**src/rtl/npem_pkg.sv**
```systemverilog
// npem_pkg: shared state type and register bit positions for the NPEM slot controller.
package npem_pkg;
    typedef enum logic [1:0] {IDLE, REQ, WAIT} slot_state_e;

    localparam int EN     = 0;
    localparam int RST    = 1;
    localparam int CTL_LO = 2;
    localparam int CTL_HI = 11;
    localparam int ES_LO  = 24;
    localparam int IRQEN  = 30;

    localparam int CC   = 0;
    localparam int TO   = 1;
    localparam int BUSY = 2;
endpackage

```
**src/rtl/npem_slot_fsm.sv**
```systemverilog
// npem_slot_fsm: one slot's capability-masked Control/Status registers, command FSM and timeout counter.
module npem_slot_fsm
    import npem_pkg::*;
#(
    parameter int REG_W       = 32,
    parameter int TIMEOUT_CYC = 1024
) (
    input  logic             clk,
    input  logic             rst_n,
    input  logic             wr_ctrl_i,
    input  logic             wr_stat_i,
    input  logic [REG_W-1:0] wdata_i,
    input  logic [REG_W-1:0] cap_i,
    input  logic             issued_i,
    input  logic             done_i,
    output logic             req_o,
    output logic             busy_hit_o,
    output logic             irq_o,
    output logic             cmd_reset_o,
    output logic [REG_W-1:0] ctrl_o,
    output logic [REG_W-1:0] stat_o
);
    localparam int TW = $clog2(TIMEOUT_CYC + 1);

    slot_state_e      state_q;
    logic [REG_W-1:0] ctrl_q, ctrl_d, ctrl_wr;
    logic [2:0]       stat_q, stat_d, stat_set, stat_clr;
    logic [TW-1:0]    timer_q;
    logic             rst_cmd_q, expire, finish;
    logic             unused_bits;

    assign unused_bits = ^{cap_i[23:12], cap_i[EN], wdata_i[23:12]};

    // done and timer expiry in the same cycle count as a plain completion
    assign finish     = (state_q == WAIT) && (done_i || timer_q == TW'(1));
    assign expire     = (state_q == WAIT) && !done_i && timer_q == TW'(1);
    assign busy_hit_o = wr_ctrl_i && (state_q != IDLE);

    assign ctrl_wr = {(|cap_i[31:ES_LO]) ? wdata_i[31:ES_LO] : ctrl_q[31:ES_LO], 12'b0,
                      wdata_i[CTL_HI:CTL_LO] & cap_i[CTL_HI:CTL_LO], 1'b0, wdata_i[EN]};
    assign ctrl_d  = (wr_ctrl_i && state_q == IDLE) ? ctrl_wr :
                     (finish && rst_cmd_q) ? {ctrl_q[31:12], 12'b0} : ctrl_q;

    assign stat_set = {busy_hit_o, expire, finish};
    assign stat_clr = wr_stat_i ? wdata_i[BUSY:CC] : 3'b0;
    assign stat_d   = (stat_q & ~stat_clr) | stat_set;

    always_ff @(posedge clk or negedge rst_n) begin
        if (!rst_n) begin
            state_q   <= IDLE;
            ctrl_q    <= '0;
            stat_q    <= '0;
            timer_q   <= '0;
            rst_cmd_q <= 1'b0;
        end else begin
            ctrl_q <= ctrl_d;
            stat_q <= stat_d;
            case (state_q)
                IDLE: if (wr_ctrl_i) begin
                    state_q   <= REQ;
                    rst_cmd_q <= wdata_i[RST] & cap_i[RST];
                end
                REQ: if (issued_i) begin
                    state_q <= WAIT;
                    timer_q <= TW'(TIMEOUT_CYC);
                end
                WAIT: begin
                    timer_q <= timer_q - TW'(1);
                    if (finish) state_q <= IDLE;
                end
                default: state_q <= IDLE;
            endcase
        end
    end

    assign req_o       = state_q == REQ;
    assign cmd_reset_o = rst_cmd_q;
    assign irq_o       = (stat_q[CC] | stat_q[TO]) & ctrl_q[IRQEN];
    assign ctrl_o      = ctrl_q;
    assign stat_o      = {{(REG_W-3){1'b0}}, stat_q};
endmodule

```
**src/rtl/npem_multi_slot_ctrl.sv**
```systemverilog
// npem_multi_slot_ctrl: multi-slot NPEM control/status engine with a round-robin
// arbiter feeding one shared enclosure backend through a registered command port.
module npem_multi_slot_ctrl
    import npem_pkg::*;
#(
    parameter int  NUM_SLOTS   = 4,
    parameter int  REG_W       = 32,
    parameter int  TIMEOUT_CYC = 1024,
    localparam int SLOT_W      = (NUM_SLOTS > 1) ? $clog2(NUM_SLOTS) : 1
) (
    input  logic                       clk,
    input  logic                       rst_n,
    input  logic                       cfg_wr_en_i,
    input  logic                       cfg_wr_sel_i,
    input  logic [SLOT_W-1:0]          cfg_slot_i,
    input  logic [REG_W-1:0]           cfg_wdata_i,
    output logic [REG_W-1:0]           cfg_rd_ctrl_o,
    output logic [REG_W-1:0]           cfg_rd_stat_o,
    output logic                       cfg_wr_busy_err_o,
    input  logic [NUM_SLOTS*REG_W-1:0] cap_i,
    output logic                       cmd_valid_o,
    input  logic                       cmd_ready_i,
    output logic [SLOT_W-1:0]          cmd_slot_o,
    output logic                       cmd_reset_o,
    output logic [REG_W-1:0]           cmd_data_o,
    input  logic                       cmd_done_i,
    input  logic [SLOT_W-1:0]          cmd_done_slot_i,
    output logic                       irq_o
);
    logic [NUM_SLOTS-1:0] wr_ctrl, wr_stat, issued, done, req, req_eff, busy_hit, irq_vec, rst_vec;
    logic [REG_W-1:0]     ctrl_v [NUM_SLOTS];
    logic [REG_W-1:0]     stat_v [NUM_SLOTS];
    logic [SLOT_W-1:0]    ptr_q, ptr_d, gnt, idx, cmd_slot_q;
    logic [REG_W-1:0]     cmd_data_q;
    logic                 slot_ok, hs, gnt_found, cmd_valid_q, cmd_reset_q, busy_err_q;

    assign slot_ok = 32'(cfg_slot_i) < 32'(NUM_SLOTS);
    assign hs      = cmd_valid_q && cmd_ready_i;

    for (genvar i = 0; i < NUM_SLOTS; i++) begin : g_slot
        logic sel;
        assign sel        = cfg_wr_en_i && slot_ok && 32'(cfg_slot_i) == 32'(i);
        assign wr_ctrl[i] = sel && !cfg_wr_sel_i;
        assign wr_stat[i] = sel && cfg_wr_sel_i;
        assign issued[i]  = hs && 32'(cmd_slot_q) == 32'(i);
        assign done[i]    = cmd_done_i && 32'(cmd_done_slot_i) == 32'(i);

        npem_slot_fsm #(
            .REG_W      (REG_W),
            .TIMEOUT_CYC(TIMEOUT_CYC)
        ) u_slot (
            .clk        (clk),
            .rst_n      (rst_n),
            .wr_ctrl_i  (wr_ctrl[i]),
            .wr_stat_i  (wr_stat[i]),
            .wdata_i    (cfg_wdata_i),
            .cap_i      (cap_i[i*REG_W +: REG_W]),
            .issued_i   (issued[i]),
            .done_i     (done[i]),
            .req_o      (req[i]),
            .busy_hit_o (busy_hit[i]),
            .irq_o      (irq_vec[i]),
            .cmd_reset_o(rst_vec[i]),
            .ctrl_o     (ctrl_v[i]),
            .stat_o     (stat_v[i])
        );
    end

    // the slot handshaking this cycle is still in REQ, so keep it out of the next pick
    assign req_eff = req & ~issued;
    assign ptr_d   = !hs ? ptr_q :
                     (32'(cmd_slot_q) + 32'd1 == 32'(NUM_SLOTS)) ? '0 : cmd_slot_q + SLOT_W'(1);

    always_comb begin
        gnt_found = 1'b0;
        gnt       = ptr_d;
        idx       = ptr_d;
        for (int k = NUM_SLOTS - 1; k >= 0; k--) begin
            idx = SLOT_W'((32'(ptr_d) + 32'(k)) % 32'(NUM_SLOTS));
            if (req_eff[idx]) begin
                gnt_found = 1'b1;
                gnt       = idx;
            end
        end
    end

    always_ff @(posedge clk or negedge rst_n) begin
        if (!rst_n) begin
            cmd_valid_q <= 1'b0;
            cmd_slot_q  <= '0;
            cmd_data_q  <= '0;
            cmd_reset_q <= 1'b0;
            ptr_q       <= '0;
            busy_err_q  <= 1'b0;
        end else begin
            busy_err_q <= |busy_hit;
            ptr_q      <= ptr_d;
            if (!cmd_valid_q || cmd_ready_i) begin
                cmd_valid_q <= gnt_found;
                cmd_slot_q  <= gnt;
                cmd_data_q  <= ctrl_v[gnt];
                cmd_reset_q <= rst_vec[gnt];
            end
        end
    end

    assign cfg_rd_ctrl_o     = slot_ok ? ctrl_v[cfg_slot_i] : '0;
    assign cfg_rd_stat_o     = slot_ok ? stat_v[cfg_slot_i] : '0;
    assign cfg_wr_busy_err_o = busy_err_q;
    assign cmd_valid_o       = cmd_valid_q;
    assign cmd_slot_o        = cmd_slot_q;
    assign cmd_reset_o       = cmd_reset_q;
    assign cmd_data_o        = cmd_data_q;
    assign irq_o             = |irq_vec;
endmodule

```
**config.mk**
```make
export PLATFORM = sky130hd
export DESIGN_NAME = npem_multi_slot_ctrl
export DESIGN_NICKNAME = d
export VERILOG_FILES = /design/src/rtl/npem_pkg.sv /design/src/rtl/npem_slot_fsm.sv /design/src/rtl/npem_multi_slot_ctrl.sv
export SDC_FILE = /design/constraint.sdc
export NUM_CORES = 1
export LEC_CHECK = 0
export ABC_CLOCK_PERIOD_IN_PS = 9200
export CAP_MARGIN = 10
export CORE_UTILIZATION = 40
export DETAILED_ROUTE_END_ITERATION = 8
export DONT_BUFFER_PORTS = 1
export GPL_TIMING_DRIVEN = 0
export SLEW_MARGIN = 10
export SYNTH_ARGS = -nofsm -noshare
export SYNTH_HDL_FRONTEND = slang
export SYNTH_SLANG_ARGS = --single-unit
```
**constraint.sdc**
```tcl
create_clock -name clk -period 9.2 [get_ports clk]
set_clock_uncertainty 0.2 [all_clocks]
set_input_delay 2.76 -clock clk [delete_from_list [all_inputs] [get_ports clk]]
set_output_delay 2.76 -clock clk [all_outputs]
set_load 0.03 [all_outputs]
```
==> impl_metrics.yaml <==
run_status:
  status: "finished with violations"
  violations: "design-rule violations"
critical_path:
  path_max_fanout: 10
  cp-end-kind: "output port"
  arrival_ns: 4.55
  worst-setup-path-type: "input port to output port"
  worst_ep_required_time_ns: 6.24
  worst_setup_path_start_kind: "input port"
floorplan:
  die_y_um: 152
  initial_utilization_pct: 41.1
  coreArea_um2: 22000
  top_level_ports: 272
  die-area_um2: 23200
  rows: 54
  die_w_um: 152
timing:
  whs_ns: 0.266
  drv_slew: 0
  max_freq_mhz: 133
  grt_setup_unrepaired: "false"
  period_minus_slack_ns: 7.51
  tightestPinTransition_ns: 1.31
  setup_viol: 0
  finalHoldViolCount: 0
  fin_crit_sh_pct: 81.6
  max_slew_margin_pct: 11.9
  setup_tns_ns: 0
synthesis:
  synthCells: 827
  netlist_area_um2: 9020
  yosys-top-cells-area: "dfrtp_1 47%, mux4_2 5.7%, buf_4 4.9%, a32o_1 4.4%, mux2_2 3.0%"
  synth_seq_cells: 170
  yosys.area.top_type: "dfrtp_1"
  syn_avg_cell_area_um2: 10.9
  ys.flop_type: "dfrtp_1"
  async_flop_share_pct: 100
  yosysSeqAreaShare_pct: 47.2
  synth_edf_count: 0
  yosysWarningCount: 0
  yosys.cell_types.count: 55
  yosys.area.top_type_share_pct: 47.2
pwr:
  power_frac_comb_pct: 41.1
  seq_power_share_pct: 40.2
  p_leak_nw: 4.34
  p_int_mw: 2.06
  power_density_nw_per_um2: 364
  swShare_pct: 44.1
  vdd_drop_max_mv: 0.188
  p_sw_mw: 1.62
  clock_power_share_pct: 18.7
cts:
  cts-root-buf: "clkbuf_16"
  cts_sinks: 170
  worstSkewPairLatency_ns: 0.44
  clk_pin_slew_worst_paths_ns: 0.07
  ctsLongestPathBuffers: 2
  cts_hold_buf: 0
  post_cts_resized: 0
  h-tree-depth: 4
  post_cts_buffers: 0
  tritoncts: "done"
  cts_buffers: 17
global_route:
  antenna_found_initial: 1
  grt_pass1_wl_um: 39600
  grt_start_max_net_pins: 171
  globalRouteTotalUtil_pct: 22.2
  grt-ovfl-total: 0
  grt_pass1_vias: 6814
drt:
  wirelength_um: 24900
  via_per_inst: 5.82
  vias: 6942
  drt_pass1_iterations: 9
  avgRoutedWirePerCell_um: 20.9
  drt_iter0_drc: 494
  drc_errors: 19
  antenna_left: 0
final_layout:
  antenna_cells: 0
  fin_cells: 1193
  final_cell_mix: "170 x dfrtp_1, 59 x buf_4, 55 x conb_1"
  nNetsFinal: 1082
  synthToLayoutAreaGrowth_pct: 12.2
  nFillCells: 2034
  mostFrequentLayoutCell: "dfrtp_1"
  drive_above_1_share_pct: 18.2
place:
  portBuffers: 0
  place.gp.congestion: 0.875
  dp_cells: 1161
  hpwl_um: 17700
job:
  cap_violations: 0
hold_path:
  hold_path_class: "register to register"
[per-layer routing]
metal / GRT usage [%] / wire [µm] / up-vias
met3: 5.35 / 1920 / 41
met2: 34.2 / 11400 / 305
met4: 7.68 / 554 / 0
li1: - / - / 3180
met5: 0 / 0 / -
met1: 30.8 / 11100 / 3416
[cell type report]
cell class	instances	area (µm²)	area share [%]
flip-flops and latches	170	4250	42.0
multi-input cells	574	4200	41.5
plain buffers	99	626	6.18
clock buffers	19	443	4.38
well taps	280	350	3.46
inverters	38	143	1.41
clock inverters	13	108	1.06
[power by group through the flow]
stage | clock, mW | combinational (mW) | sequential, mW
2_1_floorplan | 0 | 1.21 | 1.38
3_3_place_gp | 0 | 1.48 | 1.48
3_5_place_dp | 0 | 1.51 | 1.49
4_1_cts | 0.698 | 1.51 | 1.47
5_1_grt | 0.725 | 1.66 | 1.53
6_report | 0.688 | 1.51 | 1.48
[synthesized netlist by cell type (all sizes together) (21+ instances only)]
library cell,instances
a31oi,24
clkbuf,33
o21ai,60
a211oi,25
mux4,23
mux2i,25
nand2,46
buf,66
nor2,46
dfrtp,170
nand3,40
inv,38
a2111oi,21
a32o,40
mux2,24
[state kept, by name (all words and copies together) (netlist names)]
name                       flops
g_slot.u_slot.state_q          8
cmd_reset_o                    1
g_slot.u_slot.timer_q         44
cmd_slot_o                     2
g_slot.u_slot.stat_q          12
cmd_valid_o                    1
g_slot.u_slot.cmd_reset_o      4
cmd_data_o                    19
g_slot.u_slot.ctrl_o          76
ptr_q                          2
cfg_wr_busy_err_o              1
[worst max-delay path: stages]
cell and delay [ns]:
buf_2 0.23, buf_1 0.80, mux4_2 0.74
[final timing paths]
kind	cells past startpoint	startpoint	slack (ns)	endpoint
setup / recovery	3	cfg_slot_i[0]	1.69	cfg_rd_stat_o[0]
hold / removal	1	g_slot[0].u_slot.timer_q[10]	0.27	g_slot[0].u_slot.timer_q[10]
setup reg to reg	9	cmd_slot_o[0]	5.70	cmd_reset_o
hold reg to reg	1	g_slot[0].u_slot.timer_q[10]	0.27	g_slot[0].u_slot.timer_q[10]
max in group asynchronous	0	rst_n	6.61	g_slot[1].u_slot.ctrl_o[4]
min in group asynchronous	0	rst_n	1.81	cfg_wr_busy_err_o
[logic make-up (layout without fill, tap and decap cells)]
group / count (synthesis) / in the layout / share of synthesized area (%)
AO/OA/AOI/OAI: 228 / 228 / 19.3
XOR/XNOR: 1 / 1 / 0.0971
adder cells (fa/ha/maj): 12 / 12 / 1.66
buffers and inverters: 137 / 169 / 8.52
flip-flops: 170 / 170 / 47.2
multiplexers: 72 / 72 / 11.5
other: 1 / 55 / 0.0416
AND/OR/NAND/NOR: 206 / 206 / 11.7
[through the flow]
step	setup WS, ns	util, %	area [µm²]	total power, mW
final	1.69	46.1	10100	3.68
after global routing	1.51	46.1	10100	3.92
after CTS	1.64	46.1	10100	3.68
after detailed placement	1.65	43.6	9570	2.99
after global placement	1.66	43.6	9570	2.96
after floorplan	2.06	-	9220	2.59
Note: power is estimated with default switching activity, not from simulation.
==> RTL edit, RTL diff (same flow settings) <==
Make the reset (`rst_n`) synchronous in 2 clocked blocks.
--- a/src/rtl/npem_slot_fsm.sv
+++ b/src/rtl/npem_slot_fsm.sv
@@ -46,5 +46,5 @@
     assign stat_d   = (stat_q & ~stat_clr) | stat_set;
 
-    always_ff @(posedge clk or negedge rst_n) begin
+    always_ff @(posedge clk) begin
         if (!rst_n) begin
             state_q   <= IDLE;
--- a/src/rtl/npem_multi_slot_ctrl.sv
+++ b/src/rtl/npem_multi_slot_ctrl.sv
@@ -85,5 +85,5 @@
     end
 
-    always_ff @(posedge clk or negedge rst_n) begin
+    always_ff @(posedge clk) begin
         if (!rst_n) begin
             cmd_valid_q <= 1'b0;
Formal check against the unedited RTL: differs if rst_n is asserted again (counterexample within 4 cycles, from zero or initial values and one cycle with rst_n low); with rst_n held inactive, the same outputs for 4 cycles.
==> RTL edit against the unedited design <==
- design area is 1.7% lower
- area after synthesis is 2.2% lower
- routed wire length up 16%
- count of clock-buffer cells in the layout shrank 1
- sequential cell count unchanged
- worst setup slack improved by 41 ps
- critical path depth stayed put
- highest routed layer unchanged
Power is not compared: it rests on default switching activity, and its combinational part moved more than twofold at a synthesized area within 25%.
==> RTL edit: results (changes against the unedited design) <==
- Outcome: complete, no violations
- Synth cell types: 78 (+42%)
- Seq/Total Area, Yosys: 38.6% (-8.6 points)
- Initial antenna violation count: 0 (-1)
- Nets: 1222 (+13%)
- Worst Reg-to-Reg Cells: 9 (unchanged)
- Pre-antenna DRT Iters: 5 (-4)
- Crit-path leading delay family: buffers and inverters
- Worst Hold Path Cells: 2 (+1)
- Routability Congestion: 0.857 (-2.0%)
- Finished Layout Cells: 1328 (+11%)
- Root Buffer: clkbuf_16
- Flip-flop count of the largest register after layout: 76 (unchanged)
- Slew margin rel.: 25.3% (+13 points)
- Reg2reg setup slack: 5670 ps (-30 ps)
- Tot GR Track Use: 25.6% (+3.4 points)
- Worst Path Arrival: 4510 ps (-40 ps)
- Share of cells above drive strength 1: 14.6% (-3.6 points)
- Top cells by area, synth: dfxtp_1, mux4_2, nor2_1
- Global-route wire length before repair: 42.8 mm (+8.1%)
- Hold slack: 261 ps (-4.08 ps)
- CP Max Fanout: 10 (unchanged)
- Async SR Flop Fraction: 0% (-100 points)
- Average size of a mapped cell: 9.12 µm² (-16%)
- Max stage delay on crit path: 770 ps (-30 ps)
- Ant. Diodes: 0 (unchanged)
- Wire per inst: 21.7 µm (+3.9%)
- Most frequent cells after synthesis: dfxtp_1, nor2_1, buf_4
- Latest clock arrival within the worst-skew pair: approximately 430 ps
- Vias in the first global route: 7185 (+5.4%)
- Largest net degree at the start of global routing: 19 (-89%)
- Number of DRC markers in iteration 0: 612 (+24%)
- TritonCTS buffer count: 17 (unchanged)
- Dpl hpwl: 20.5 mm (+16%)
- Max Root-Sink Buffers: 2 (unchanged)
- Total vias in the final route: 7795 (+12%)
==> RTL edit: power groups by stage <==
stage	clock, mW	combinational [mW]	sequential [mW]
after global routing	0.753	0.277	0.808
after global placement	0	0.251	0.821
final	0.714	0.259	0.805
after CTS	0.724	0.254	0.804
after detailed placement	0	0.253	0.821
after floorplan	0	0.195	0.812
==> RTL edit: worst min-delay path, cell delays in order, from the launching register on <==
cell and delay, ps:
dfxtp_1 310, nand2_1 50, a21oi_1 50
==> RTL edit: final timing paths <==
kind                                                               to                                  start
worst max-delay path                                 cfg_rd_stat_o[1]                          cfg_slot_i[0]
worst min-delay path            g_slot[1].u_slot.stat_q[2]$_SDFF_PN0_  g_slot[1].u_slot.stat_q[2]$_SDFF_PN0_
worst max register to register            cmd_data_o[11]$_SDFFE_PN0P_             cmd_slot_o[0]$_SDFFE_PN0P_
worst min register to register  g_slot[1].u_slot.stat_q[2]$_SDFF_PN0_  g_slot[1].u_slot.stat_q[2]$_SDFF_PN0_
==> RTL edit: metal layers <==
metal  track usage [%]  share of wire [%]  vias up
li1                  -                  -     3672
met1              33.4                 43     3744
met3              8.15                9.7       40
met4              8.79                2.5        0
met2              39.7                 45      339
met5                 0                  0        -
==> RTL edit: cells by family after synthesis <==
group / synth area share, %
xor gates and xnor gates: 0.0994
DFF: 38.6
adders and majority gates: 1.70
muxes: 10.1
AOI/OAI and AO/OA: 18.7
other: 0.0425
buffers and inverters: 8.87
and+or+nand+nor: 21.9
==> RTL edit: metrics by stage <==
stage | power (mW) | cell area, µm² | worst slack, ps
4_1_cts | 1.78 | 9950 | 1690
2_1_floorplan | 1.01 | 9020 | 2060
3_3_place_gp | 1.07 | 9360 | 1700
6_report | 1.78 | 9950 | 1730
5_1_grt | 1.84 | 9950 | 1610
3_5_place_dp | 1.07 | 9370 | 1690
==> RTL edit: area by class of cell <==
class / count / area [µm²]
Sequential cell: 170 / 3400
Fill cell: 2099 / 11300
Buffer: 124 / 729
Clock buffer: 18 / 429
Multi-Input combinational cell: 713 / 4840
Inverter: 14 / 52.6
Tap cell: 275 / 344
Clock inverter: 14 / 150
